[src/rtl/sram_port_arbiter_pkg.sv]
// Shared definitions for the SRAM port arbiter: requester indices and FSM encoding.
package sram_port_arbiter_pkg;

  localparam int unsigned REQ_LDR = 0;
  localparam int unsigned REQ_SPI = 1;
  localparam int unsigned REQ_CPU = 2;

  typedef enum logic [0:0] {
    ARB_IDLE = 1'b0,
    ARB_OWN  = 1'b1
  } arb_state_e;

endpackage

[src/rtl/rr_priority_pick.sv]
// Combinational one-hot picker: fixed priority (lowest index wins) or round-robin
// starting at the requester after ptr.
module rr_priority_pick #(
  parameter int unsigned NREQ = 3,
  parameter int unsigned PW   = (NREQ > 1) ? $clog2(NREQ) : 1
) (
  input  logic [NREQ-1:0] req,
  input  logic [PW-1:0]   ptr,
  input  logic            mode,
  output logic [NREQ-1:0] gnt
);

  logic          found;
  logic [PW-1:0] idx;

  always_comb begin
    gnt   = '0;
    found = 1'b0;
    idx   = '0;
    for (int unsigned k = 0; k < NREQ; k++) begin
      idx = mode ? PW'((32'(ptr) + k + 1) % NREQ) : PW'(k);
      if (!found && req[idx]) begin
        gnt[idx] = 1'b1;
        found    = 1'b1;
      end
    end
  end

endmodule

[src/rtl/sram_port_arbiter.sv]
// Req/gnt arbiter sharing one single-port SRAM among NREQ requesters, with locked
// bursts, lock timeout, registered SRAM pins and a tagged read-valid pipe.
module sram_port_arbiter
  import sram_port_arbiter_pkg::*;
#(
  parameter int unsigned NREQ     = 3,
  parameter int unsigned AW       = 9,
  parameter int unsigned DW       = 8,
  parameter int unsigned LOCK_TMO = 64
) (
  input  logic               CLK,
  input  logic               RST,
  input  logic               ARB_EN,
  input  logic               RR_MODE,
  input  logic [NREQ-1:0]    REQ,
  input  logic [NREQ-1:0]    LOCK,
  input  logic [NREQ-1:0]    WE,
  input  logic [NREQ*AW-1:0] ADDR,
  input  logic [NREQ*DW-1:0] WDATA,
  output logic [NREQ-1:0]    GNT,
  output logic [NREQ-1:0]    RVALID,
  output logic [DW-1:0]      RDATA,
  output logic               LOCK_ERR,
  output logic               CEN,
  output logic               WEN,
  output logic [AW-1:0]      A,
  output logic [DW-1:0]      D,
  input  logic [DW-1:0]      Q
);

  localparam int unsigned PW = (NREQ > 1) ? $clog2(NREQ) : 1;
  localparam int unsigned CW = (LOCK_TMO > 1) ? $clog2(LOCK_TMO) : 1;

  arb_state_e    state_q, state_d;
  logic [PW-1:0] owner_q, owner_d;
  logic [PW-1:0] ptr_q, ptr_d;
  logic [CW-1:0] cnt_q, cnt_d;
  logic          lock_err_q, lock_err_d;

  logic          cen_q, wen_q;
  logic [AW-1:0] a_q;
  logic [DW-1:0] d_q;
  logic          rd1_v_q, rd2_v_q;
  logic [PW-1:0] rd1_id_q, rd2_id_q;

  logic [NREQ-1:0] owner_mask, elig, gnt;
  logic [PW-1:0]   win;
  logic            accept, own_req, own_lock;

  // While locked only the owner is eligible; ARB_EN and reset block all grants.
  always_comb begin
    owner_mask          = '0;
    owner_mask[owner_q] = 1'b1;
    elig                = (state_q == ARB_OWN) ? (REQ & owner_mask) : REQ;
    if (!ARB_EN || RST) elig = '0;
  end

  rr_priority_pick #(
    .NREQ (NREQ),
    .PW   (PW)
  ) u_pick (
    .req  (elig),
    .ptr  (ptr_q),
    .mode (RR_MODE),
    .gnt  (gnt)
  );

  always_comb begin
    win = '0;
    for (int unsigned i = 0; i < NREQ; i++) begin
      if (gnt[i]) win = PW'(i);
    end
  end

  assign GNT      = gnt;
  assign accept   = |gnt;
  assign own_req  = REQ[owner_q];
  assign own_lock = LOCK[owner_q];

  always_comb begin
    state_d    = state_q;
    owner_d    = owner_q;
    ptr_d      = ptr_q;
    cnt_d      = cnt_q;
    lock_err_d = lock_err_q;
    if (accept) begin
      ptr_d = win;
      cnt_d = '0;
      if (LOCK[win]) begin
        state_d = ARB_OWN;
        owner_d = win;
      end else begin
        state_d = ARB_IDLE;
      end
    end else if (state_q == ARB_OWN && !own_req) begin
      if (own_lock) begin
        // Idle time is counted even with ARB_EN low so a stalled owner still times out.
        if (cnt_q == CW'(LOCK_TMO - 1)) begin
          state_d    = ARB_IDLE;
          cnt_d      = '0;
          lock_err_d = 1'b1;
        end else begin
          cnt_d = cnt_q + 1'b1;
        end
      end else if (ARB_EN) begin
        state_d = ARB_IDLE;
      end
    end
  end

  always_ff @(posedge CLK or posedge RST) begin
    if (RST) begin
      state_q    <= ARB_IDLE;
      owner_q    <= '0;
      ptr_q      <= '0;
      cnt_q      <= '0;
      lock_err_q <= 1'b0;
      cen_q      <= 1'b1;
      wen_q      <= 1'b1;
      a_q        <= '0;
      d_q        <= '0;
      rd1_v_q    <= 1'b0;
      rd1_id_q   <= '0;
      rd2_v_q    <= 1'b0;
      rd2_id_q   <= '0;
    end else begin
      state_q    <= state_d;
      owner_q    <= owner_d;
      ptr_q      <= ptr_d;
      cnt_q      <= cnt_d;
      lock_err_q <= lock_err_d;
      if (accept) begin
        cen_q <= 1'b0;
        wen_q <= ~WE[win];
        a_q   <= ADDR[win*AW +: AW];
        d_q   <= WDATA[win*DW +: DW];
      end else begin
        cen_q <= 1'b1;
        wen_q <= 1'b1;
      end
      rd1_v_q  <= accept & ~WE[win];
      rd1_id_q <= win;
      rd2_v_q  <= rd1_v_q;
      rd2_id_q <= rd1_id_q;
    end
  end

  always_comb begin
    RVALID = '0;
    if (rd2_v_q) RVALID[rd2_id_q] = 1'b1;
  end

  assign RDATA    = Q;
  assign LOCK_ERR = lock_err_q;
  assign CEN      = cen_q;
  assign WEN      = wen_q;
  assign A        = a_q;
  assign D        = d_q;

  gnt_onehot: assert property (@(posedge CLK) disable iff (RST) $onehot0(GNT));

endmodule
[config.mk]
export PLATFORM = sky130hd
export DESIGN_NAME = sram_port_arbiter
export DESIGN_NICKNAME = d
export VERILOG_FILES = /design/src/rtl/sram_port_arbiter_pkg.sv /design/src/rtl/rr_priority_pick.sv /design/src/rtl/sram_port_arbiter.sv
export SDC_FILE = /design/constraint.sdc
export NUM_CORES = 1
export LEC_CHECK = 0
export CORE_ASPECT_RATIO = 1.4
export CORE_MARGIN = 3
export CORE_UTILIZATION = 40
export CTS_CLUSTER_DIAMETER = 50
export DETAILED_ROUTE_END_ITERATION = 10
export HOLD_SLACK_MARGIN = 0.06
export PLACE_DENSITY = 0.77
export SYNTH_ARGS = -nofsm -noshare
export SYNTH_HDL_FRONTEND = slang
export SYNTH_SLANG_ARGS = --single-unit
[constraint.sdc]
create_clock -name CLK -period 3.2 [get_ports CLK]
set_clock_uncertainty 0.2 [all_clocks]
set_input_delay 0.32 -clock CLK [delete_from_list [all_inputs] [get_ports CLK]]
set_output_delay 0.32 -clock CLK [all_outputs]
set_load 0.01 [all_outputs]
# Word level (Yosys, flattened, before mapping)
# Index checks and enable logic that the tools add are counted.
[classes]
n_addsub = 5
mul = 1
div = 3
magnitude_cmp = 11
n_eq_ne = 2
shift = 2
n_mux = 49
bitwise = 6
n_reduce_logical = 21
[op_table]
columns = ["op", "count"]
rows = [
  ["$mod A32 B2 Y32 const B", 3],
  ["$add A32 B1 Y32 const B", 2],
  ["$shiftx A27 B7 Y9", 1],
  ["$mux W6", 4],
  ["$shiftx A24 B6 Y8", 1],
  ["$mux W1", 23],
  ["$lt A2 B3 Y1 const B", 6],
  ["$mux W3", 6],
  ["$bmux W1 S2", 7],
  ["$demux W1 S2", 5],
  ["$ge A2 B1 Y1 const B", 5],
  ["$logic_and A1 B1 Y1", 8],
  ["$mux W2", 4],
  ["$add A6 B1 Y6 const B", 1],
  ["$eq A6 B6 Y1 const B", 1],
  ["$mul A2 B4 Y6 const B", 1],
  ["$or A3 B3 Y3", 2],
  ["$logic_not A1 Y1", 4],
  ["$reduce_and A2 Y1", 2],
  ["$reduce_and A4 Y1", 1],
  ["$reduce_bool A2 Y1", 2],
  ["$add A2 B1 Y3 const B", 1],
  ["$add A2 B2 Y3 const B", 1],
  ["$and A3 B3 Y3", 1],
  ["7 further kinds", 8],
]
[word_totals]
regBits = 37
inputBits = 72
output_inout_bits = 34
wordCells = 113

# Logic depth before layout (Yosys ltp)
[logic_depth]
ltp_word = 22
depth_mapped = 11
mapped_depth_nobuf = 10

# Cells and area by module
# Synthesis repeated with hierarchy kept, for this count alone.
[hier_totals]
hier_cells = 218
hier_area_um2 = 2042.0
[modules_own_cells]
columns = ["module", "instances", "cells_each", "area_per_inst_um2", "seq_area_each_um2"]
rows = [
  ["sram_port_arbiter", 1, 187, 1826.8, 928.4],
  ["rr_priority_pick", 1, 31, 215.2, 0.0],
]

# Least setup slack after synthesis
# OpenSTA, ideal clock, no wires.
[synth_timing]
kind = "register to output"
startpoint = "register ptr_q[0]"
endpoint = "output GNT[2]"
t_arrival_ns = 2.178
setup_slack_ns = 0.502
stages_incl_launch_ff = 10
path_cell_list = "dfrtp_1 > inv_1 > ha_1 > clkbuf_1 > o32ai_1 > or4_4 > o32a_2 > inv_1 > buf_4 > buf_4"
[synth_via]
elab_chain_cells = 12
elab_cells_between_ends = 42
cone_classes = "add/sub (4); div (3); order compare (6); mux (20); bitwise (2); reduce/logical (7)"
[synth_lines]
columns = ["item", "line", "text"]
rows = [
  ["start: declaration", "sram_port_arbiter.sv:36", "logic [PW-1:0] ptr_q, ptr_d;"],
  ["start signal: assignment", "sram_port_arbiter.sv:129", "ptr_q <= ptr_d;"],
  ["$add A2 B1 Y3", "rr_priority_pick.sv:21", "idx = mode ? PW'((32'(ptr) + k + 1) % NREQ) : PW'(k);"],
  ["$add A32 B1 Y32 / $mod A32 B2 Y32 (equally long branches)", "rr_priority_pick.sv:21", ""],
  ["$mod A32 B2 Y32 / $mux W2 (equally long branches)", "rr_priority_pick.sv:21", ""],
  ["$mux W2 (tied with other cells)", "rr_priority_pick.sv:21", ""],
  ["$lt A2 B3 Y1 (not written as such) (tied with other cells)", "rr_priority_pick.sv:23", "gnt[idx] = 1'b1;"],
  ["$logic_and A1 B1 Y1 (not written as such) (tied with other cells)", "rr_priority_pick.sv:23", ""],
  ["$mux W1 (not written as such) (tied with other cells)", "rr_priority_pick.sv:23", ""],
  ["$demux W1 S2 (tied with other cells)", "n/a", ""],
  ["$or A3 B3 Y3 (no source line) / $mux W1 (equally long branches)", "n/a", ""],
  ["$mux W3 / $logic_not A1 Y1 (equally long branches)", "rr_priority_pick.sv:22", "if (!found && req[idx]) begin"],
  ["$or A3 B3 Y3 (no source line) / $logic_and A1 B1 Y1 (equally long branches)", "n/a", ""],
  ["$mux W3 *", "rr_priority_pick.sv:22", ""],
  ["end: declaration", "sram_port_arbiter.sv:20", "output logic [NREQ-1:0] GNT,"],
]
# Mark *: on every way between the ends. The rest lies on a longest branch, timed or not. The select of a mux whose other input is x is not followed.

# Final worst setup path
[layout_timing]
startpoint = "register ptr_q[1]"
endpoint = "output GNT[0]"
# The elaborated chain is that of the path after synthesis.

==> impl_metrics.py <==
metrics = {
    "clocking": {
        "clk_pin_slew_ps": 80,
        "htreeDepth": 2,
        "postCtsHoldBufs": 0,
        "cts_tree": "done",
        "clock-sinks": 37,
        "cts_buffer_depth": 2,
        "insertion_delay_ps": 290,
        "cts_buffers": 5,
        "root_buffer": "clkbuf_8",
    },
    "min_path": {
        "hold_start": "rd1_id_q[1]",
        "hold_depth": 0,
        "hold_end": "rd2_id_q[1]",
        "hold_path_class": "flop to flop",
    },
    "timing": {
        "hold_viol_final": 0,
        "finalMaxSlewViolations": 0,
        "layout_setup_ws_ps": 117.0,
        "setup_viol": 0,
        "period_share_pct": 96.35,
        "rsz0062_at_grt": "no",
        "min_period_ps": 3083,
        "max_slew_margin_pct": 69.32,
        "tightest_slew_ps": 460.2,
        "fmax_ghz": 0.3244,
        "setup-tns-final_ps": 0,
    },
    "yosys": {
        "synth_cell_type_count": 51,
        "yosys-top-cells-area": "dfrtp_1 43%, o221a_2 6.0%, o22a_1 4.7%",
        "syn_area_sq_um": 2057,
        "synth_top_area_share_pct": 42.58,
        "async_flop_share_pct": 100.0,
        "syn-num-nets": 271,
        "synth_largest_area_cell": "dfrtp_1",
        "ys_seq_area_share_pct": 45.13,
        "synth_flop_cell": "dfrtp_1",
        "synthCells": 196,
        "yosysWarnings": 0,
        "ys_seq_elements": 37,
        "syn_avg_cell_area_sq_um": 10.49,
        "synth-edff-count": 0,
        "synth_common_cells": "35 x dfrtp_1, 17 x inv_1, 15 x nand2_1",
        "synth.most_common_cell": "dfrtp_1",
    },
    "grt": {
        "grt-ovfl-total": 0,
        "first_global_vias": 1854,
        "grt_usage_pct": 19.14,
        "antenna_found_initial": 0,
        "grt_max_degree": 38,
        "grt_pass1_wl_um": 9025,
    },
    "floorplanning": {
        "die_y_um": 90.85,
        "io_pins": 106,
        "core_sq_um": 4917,
        "die-width_um": 66.61,
        "start_util_pct": 41.83,
        "rows": 30,
        "die-area_sq_um": 6051,
    },
    "finish": {
        "drive_gt1_share_pct": 17.42,
        "fill_cells": 423,
        "design_area_sq_um": 3127,
        "diodes": 0,
        "layout.nets": 361,
        "syn2layout_area_growth_pct": 52.01,
    },
    "detailed_routing": {
        "top_layer": "met4",
        "wl_per_cell_um": 16.39,
        "ant_nets": 0,
        "wirelength_met1_um": 2237,
        "dr_wl_met2_um": 3009,
        "met3_length_um": 401,
        "drc": 0,
        "drtIter0Drc": 118,
        "drtPass1Iterations": 7,
        "num_vias": 1896,
        "wl_um": 5753,
        "via_per_inst": 5.402,
    },
    "setup_path": {
        "worst_r2r_endpoint": "D[6]",
        "critical-path-slowest-cell": "clkdlybuf4s50_1",
        "worstPathArrival_ps": 2560,
        "cp_max_fo": 11,
        "reg2reg_depth": 10,
        "crit_chain": "ha_4 -> or2_2 -> o32ai_1 -> a2111oi_1 -> o21bai_2 -> inv_1 -> clkdlybuf4s50_1",
        "end_kind": "output pin",
        "crit_required_ps": 2680,
        "cp-start-kind": "flop",
        "crit_type": "flop to output pin",
        "r2r_start": "ptr_q[0]",
        "slowest_delay_ps": 540,
        "rrSetupSlack_ps": 420,
    },
    "job": {
        "max-cap-violations": 0,
    },
    "placement": {
        "place_congestion": 0.7932,
        "port_buffers": 89,
        "dpl.hpwl_um": 4266,
        "dpl_cell_area_sq_um": 2988,
        "dp_slack_ps": 32.19,
    },
    "run_status": {
        "status": "finished, final reports clean",
    },
    "power_and_ir_drop": {
        "power_density_nw_per_um2": 695.8,
        "total_leakage_power_nw": 1.329,
        "max-vdd-ir-drop_mv": 0.3775,
    },
}
power by group:
part	switching (W)	internal, W	leakage [nW]
registers	0.000117	0.000641	0.457
clock network	0.000169	0.000150	0.0439
logic	0.000482	0.000616	0.828
how the worst max path moves through the flow:
stage,start,to,depth (start not counted)
final,ptr_q[1],GNT[0],7
after global routing,owner_q[0],GNT[0],7
after CTS,ptr_q[0],GNT[1],8
after detailed placement,ARB_EN,GNT[2],8
after global placement,ARB_EN,GNT[2],8
after floorplan,ptr_q[0],GNT[2],9
cells in the final DEF (no fill, tap or decap), drive strengths merged, types with 2 or more instances in the layout:
| cell type | n |
|---|---|
| a21o | 2 |
| a21oi | 2 |
| a221oi | 2 |
| a222oi | 7 |
| and3b | 2 |
| buf | 14 |
| clkbuf | 5 |
| clkdlybuf4s50 | 87 |
| clkinv | 2 |
| dfrtp | 35 |
| dfstp | 2 |
| ha | 3 |
| inv | 18 |
| mux2i | 5 |
| nand2 | 15 |
| nand3 | 3 |
| nand3b | 2 |
| nor2 | 10 |
| nor2b | 5 |
| o211ai | 4 |
| o21a | 2 |
| o21ai | 12 |
| o221a | 12 |
| o22a | 11 |
| o32ai | 2 |
| xor2 | 2 |
flip-flops by register name, indices dropped and copies added (netlist names):
| name | cells |
|---|---|
| A | 9 |
| D | 8 |
| cnt_q | 6 |
| owner_q | 2 |
| ptr_q | 2 |
| rd1_id_q | 2 |
| rd2_id_q | 2 |
| CEN | 1 |
| LOCK_ERR | 1 |
| WEN | 1 |
| rd1_v_q | 1 |
| rd2_v_q | 1 |
| state_q | 1 |
cell families after synthesis:
group	after synthesis	share of synthesized area [%]
simple gates	43	10.83
xor+xnor	2	0.8517
buf+inv	38	9.853
mux	5	2.433
compound gates	68	29.08
fa+ha+maj	3	1.825
flops	37	45.13
critical path: cells and delay by family, from the launching register on:
kind	cells	cell delay, ps
AOI/OAI and AO/OA	3	720
DFF	1	420
and+or+nand+nor	1	140
adders and majority gates	1	340
buffers and inverters	2	660
what timing repair did:
item | CTS | global route
cloned | 0 | 0
resized for setup | 4 | 4
buffers inserted | 0 | 3
pin swaps | 0 | 1
setup endpoints to repair | 3 | 2
metrics by stage:
stage / utilization, % / power [W] / instances / hold slack [ps]
after floorplan: - / 0.001321 / 196 / 131.2
after global placement: 60.76 / 0.001774 / 340 / 133.3
after detailed placement: 60.76 / 0.001802 / 340 / 139.5
after CTS: 62.80 / 0.002157 / 348 / 156.4
after global routing: 63.59 / 0.002306 / 351 / 172.2
final: 63.59 / 0.002175 / 351 / 155.6
final cells by class:
type                       instances  area [sq um]  area share (%)
multi-input combinational        121         954.7           30.53
sequential                        37         928.4           29.69
tap                               64         80.08           2.561
clock buffer                       5         68.82           2.201
clock inverter                     3         17.52          0.5602
inverter                          18         67.56           2.161
timing repair buffer             103          1010           32.29
metal layers:
metal  global-route usage [%]  up-vias
met1                    24.06      896
li1                         -      910
met5                        0        -
met2                    31.29       79
met4                    7.119        0
met3                    4.483       11
Power figures use the tool's default switching activity.
==> RTL change 1 (config.mk and constraints unchanged) <==
The parameter `DW` goes from 8 to 10.
--- a/src/rtl/sram_port_arbiter.sv
+++ b/src/rtl/sram_port_arbiter.sv
@@ -5,7 +5,7 @@
 #(
   parameter int unsigned NREQ     = 3,
   parameter int unsigned AW       = 9,
-  parameter int unsigned DW       = 8,
+  parameter int unsigned DW       = 10,
   parameter int unsigned LOCK_TMO = 64
 ) (
   input  logic               CLK,
Ports: changed (resized D, Q, RDATA and WDATA); port bits go from 106 to 118. The function was not compared with the original's and may differ.
==> RTL change 1 against the unedited design <==
Design area rose by 11%. Wire length grew 16%. Final cell count is 15% higher. Critical path depth unchanged. Global-route usage is 0.17 points higher. Synthesized area up 16%. Total power is 17% higher. Sequential cell count is 2 higher. Register-to-register slack worse by 0.15 ns. Setup slack got worse by 0.013 ns.
==> RTL change 1: results <==
set metrics [dict create \
    grt_pass1_vias 2331 \
    largest_register_ffs 10 \
    ys_top_cells_by_area "dfrtp_1, a222oi_1, inv_1" \
    hold_slack_ns 0.154 \
    post_drt_via_cell_ratio 5.62 \
    cpPeakStageDelay_ns 0.58 \
    path_clk_slew_ns 0.08 \
    wl_per_cell_um 16.5 \
    antenna_cells 0 \
    nNetsFinal 419 \
    slowest_stage "clkdlybuf4s50_1" \
    htreeDepth 2 \
    synth_commonest_cells "dfrtp_1, inv_1, a222oi_1, nand2_1" \
    track_usage_pct 19.3 \
    whs_path_depth 0 \
    grt_antenna_before_repair 0 \
    cts_resized 0 \
    cts_setup_buffers 0 \
    r2r_start "ptr_q[0]" \
    ys_async_sr_fraction_pct 100 \
    dp_slack_ns 0.192 \
    placed_cell_area_mm2 0.00335 \
    clk_latency_ns 0.29 \
    min_from "rd1_id_q[0]" \
    arrival_ns 2.58 \
    reg2reg_to "A[8]" \
    ys_seq_area_share_pct 41.2 \
    reg2reg_slack_ns 0.27 \
    gp_congestion 0.928 \
    drive_above_1_share_pct 11.0 \
    dp_hpwl_um 5240 \
    first_iter_violations 117 \
    cts_root_buffer "clkbuf_8" \
    power_leakage_nw 1.49 \
    clockBufferDepth 2 \
    hp-class "flop to flop" \
    grt_pass1_wl_um 10900 \
    place_inst 397 \
    cts_made_buffers 5 \
    wl_um 6690 \
    ys_warn_count 0 \
    irDropWorstVdd_mv 0.413 \
    rr_worst_depth 9 \
    worst_pin_slew_ns 0.473 \
    port_buffers 97 \
    status "complete, no violations" \
    syn_nets 329 \
    synth.avg_cell_area_um2 9.66 \
    path_max_fanout 9 \
    grt_max_degree 35 \
    firstDrtPassIters 5 \
    min_to "rd2_id_q[0]" \
    yosysUniqueCellTypes 53 \
]
RTL change 1: changes by cell type in the layout (fill, tap and decap cells not counted), moves of 7 or more:
cell | unedited run | this run
clkdlybuf4s50_1 | 87 | 96
o21ai_0 | 12 | 4
o221a_2 | 11 | 0
a222oi_1 | 7 | 14
o22a_1 | 11 | 2
o21ai_1 | 0 | 13
inv_1 | 17 | 29
a211oi_1 | 0 | 13
RTL change 1: layout make-up:
| class | count | area (um^2) |
|---|---|---|
| timing repair buffer | 108 | 1060 |
| clock inverter | 2 | 35.0 |
| sequential | 39 | 978 |
| fill | 475 | 2170 |
| tap | 68 | 85.1 |
| inverter | 31 | 116 |
| clock buffer | 6 | 82.6 |
| multi-input combinational | 151 | 1120 |
RTL change 1: how the worst max path moves through the flow:
| stage | depth (start not counted) | startpoint | slack [ns] | end |
|---|---|---|---|---|
| final | 7 | ptr_q[1] | 0.10 | GNT[2] |
| after floorplan | 8 | ptr_q[0] | 0.41 | GNT[2] |
| after global routing | 7 | ptr_q[1] | -0.01 | GNT[2] |
| after CTS | 8 | ptr_q[0] | 0.05 | GNT[1] |
| after global placement | 6 | RST | 0.22 | GNT[0] |
| after detailed placement | 6 | RST | 0.19 | GNT[0] |
RTL change 1: where the power goes:
part,total [mW],internal [mW],switching [mW]
Sequential,0.816,0.685,0.131
Clock,0.433,0.253,0.181
Combinational,1.30,0.653,0.650
RTL change 1: cells by family after synthesis:
group           share of synthesized area [%]
compound gates                           30.8
buf+inv                                  11.9
simple gates                             12.8
flops                                    41.2
mux                                      1.26
fa+ha+maj                                1.58
xor+xnor                                0.368
RTL change 1: worst max-delay path, delay by kind of cell (launching register included):
kind	cells	cell delay, ns
flip-flops	1	0.41
buffers and inverters	2	0.64
adder cells (fa/ha/maj)	1	0.34
AND/OR/NAND/NOR	2	0.51
AO/OA/AOI/OAI	2	0.38
RTL change 1: per-layer routing:
metal	GRT usage, %	up-vias	part of all wire [%]
met5	0	-	0
met4	7.24	0	2.5
met3	5.18	15	6.9
met2	34.4	95	53
met1	21.3	1092	37
li1	-	1074	-
==> RTL change 2 (config.mk and constraints unchanged) <==
Made on the original files. Add an input register stage for `RR_MODE`; this delays it by one clock. The other inputs are not delayed to match.
--- a/src/rtl/sram_port_arbiter.sv
+++ b/src/rtl/sram_port_arbiter.sv
@@ -31,6 +31,12 @@
   localparam int unsigned PW = (NREQ > 1) ? $clog2(NREQ) : 1;
   localparam int unsigned CW = (LOCK_TMO > 1) ? $clog2(LOCK_TMO) : 1;
 
+  logic RR_MODE_q;
+
+  always_ff @(posedge CLK) begin
+    RR_MODE_q <= RR_MODE;
+  end
+
   arb_state_e    state_q, state_d;
   logic [PW-1:0] owner_q, owner_d;
   logic [PW-1:0] ptr_q, ptr_d;
@@ -61,7 +67,7 @@
   ) u_pick (
     .req  (elig),
     .ptr  (ptr_q),
-    .mode (RR_MODE),
+    .mode (RR_MODE_q),
     .gnt  (gnt)
   );
 
Formal check against the unedited RTL: not equivalent (a bounded check fails within 4 cycles, from zero or initial values and one cycle with RST high).
==> RTL change 2 against the unedited design <==
Sequential cell count up 1. Total power down 6.2%. Sequential share of layout area up 1.4 points. Critical endpoint is now GNT[2]. Setup slack better by 0.070 ns. Synthesized area about the same. Synthesized cell count up 9.2%. Maximum frequency up 2.3%. Count of clock-buffer cells in the layout up 1. Largest cell class is now flip-flops and latches. Design area down 2.4%. Wire length down 4.7%. Clock power up 6%.
==> RTL change 2: results <==
set metrics [dict create \
    status "complete, no violations" \
    dp_hpwl_um 4050 \
    ys_seq_area_share_pct 46.1 \
    nNetsFinal 372 \
    arrival_ns 2.49 \
    worst_pin_slew_ns 0.474 \
    gp_congestion 0.781 \
    post_drt_via_cell_ratio 5.35 \
    hp-class "flop to flop" \
    syn_nets 289 \
    ys_top_cells_by_area "dfrtp_1, a21oi_1, a222oi_1" \
    r2r_start "ptr_q[1]" \
    min_to "rd2_id_q[0]" \
    track_usage_pct 18.8 \
    synth.avg_cell_area_um2 9.62 \
    synthMuxAreaShare_pct 1.46 \
    synth-compound-area-share_pct 28.8 \
    grt_pass1_wl_um 8870 \
    hold_slack_ns 0.149 \
    yosysUniqueCellTypes 48 \
    grt_pass1_vias 1967 \
    period_needed_ns 3.01 \
    reg2reg_to "state_q" \
    synth_xor_xnor_area_share_pct 0.851 \
    place_inst 354 \
    ys_async_sr_fraction_pct 97.4 \
    synth_commonest_cells "dfrtp_1, a21oi_1, inv_1" \
    drive_above_1_share_pct 9.40 \
    firstDrtPassIters 4 \
    irDropWorstVdd_mv 0.498 \
    fillers 430 \
    reg2reg_slack_ns 0.60 \
    path_max_fanout 7 \
    synthAdderAreaFrac_pct 1.82 \
]
[RTL change 2: cell count changes after synthesis, moves of 4 or more]
cell     change
o22ai_1      +9
a21oi_1     +31
o21ai_1     +10
o21ai_0      -7
nor2b_1      -4
buf_2        +5
nand2_1      -5
o221a_2     -11
o22a_1      -11
[RTL change 2: metal layers]
metal | vias to the layer above | GRT usage (%) | share of wire (%)
met5 | - | 0 | 0
met2 | 85 | 34.9 | 54
li1 | 943 | - | -
met1 | 897 | 19.8 | 36
met3 | 10 | 5.23 | 8.4
met4 | 0 | 5.59 | 1.5
[RTL change 2: metrics by stage]
| step | util (%) | total power [mW] | area (um^2) |
|---|---|---|---|
| 2_1_floorplan | - | 1.28 | 2060 |
| 3_3_place_gp | 60.1 | 1.69 | 2960 |
| 3_5_place_dp | 60.1 | 1.71 | 2960 |
| 4_1_cts | 62.0 | 2.06 | 3050 |
| 5_1_grt | 62.1 | 2.20 | 3050 |
| 6_report | 62.1 | 2.04 | 3050 |
[RTL change 2: cell type report]
| cell class | count | area [um^2] | area share, % |
|---|---|---|---|
| clock buffers | 6 | 82.6 | 2.70 |
| multi-input cells | 134 | 903 | 29.6 |
| flip-flops and latches | 38 | 948 | 31.1 |
| well taps | 64 | 80.1 | 2.62 |
| clock inverters | 2 | 12.5 | 0.410 |
| repair buffers | 96 | 943 | 30.9 |
| inverters | 22 | 82.6 | 2.70 |
[RTL change 2: logic make-up after synthesis]
logic type,after synthesis
AOI/OAI and AO/OA,87
xor gates and xnor gates,2
adders and majority gates,3
buffers and inverters,42
DFF,38
muxes,3
and+or+nand+nor,39
[RTL change 2: worst max path at each step]
stage,end,cells after the start,startpoint
global route,GNT[2],8,ptr_q[0]
detailed placement,state_q,8,ARB_EN
global placement,GNT[2],7,RST
CTS,GNT[2],8,ptr_q[0]
finish,GNT[2],8,ptr_q[0]
floorplan,GNT[2],9,ptr_q[0]
[RTL change 2: repair_timing]
action	in CTS	in global routing
setup endpoints to repair	0	1
hold buffers	0	0
resized for setup	0	1
[RTL change 2: power breakdown]
part	leakage (nW)	internal, mW	switching (mW)
logic	0.784	0.504	0.436
clock network	0.0472	0.173	0.165
registers	0.474	0.649	0.114
total	1.31	1.33	0.715
[RTL change 2: critical path: stages, from the launching register on]
cell	delay, ns
dfrtp_1	0.35
inv_1	0.06
ha_2	0.40
nor2_1	0.08
o2111a_1	0.26
nor4_1	0.33
o21ai_2	0.11
inv_2	0.08
clkdlybuf4s50_1	0.53
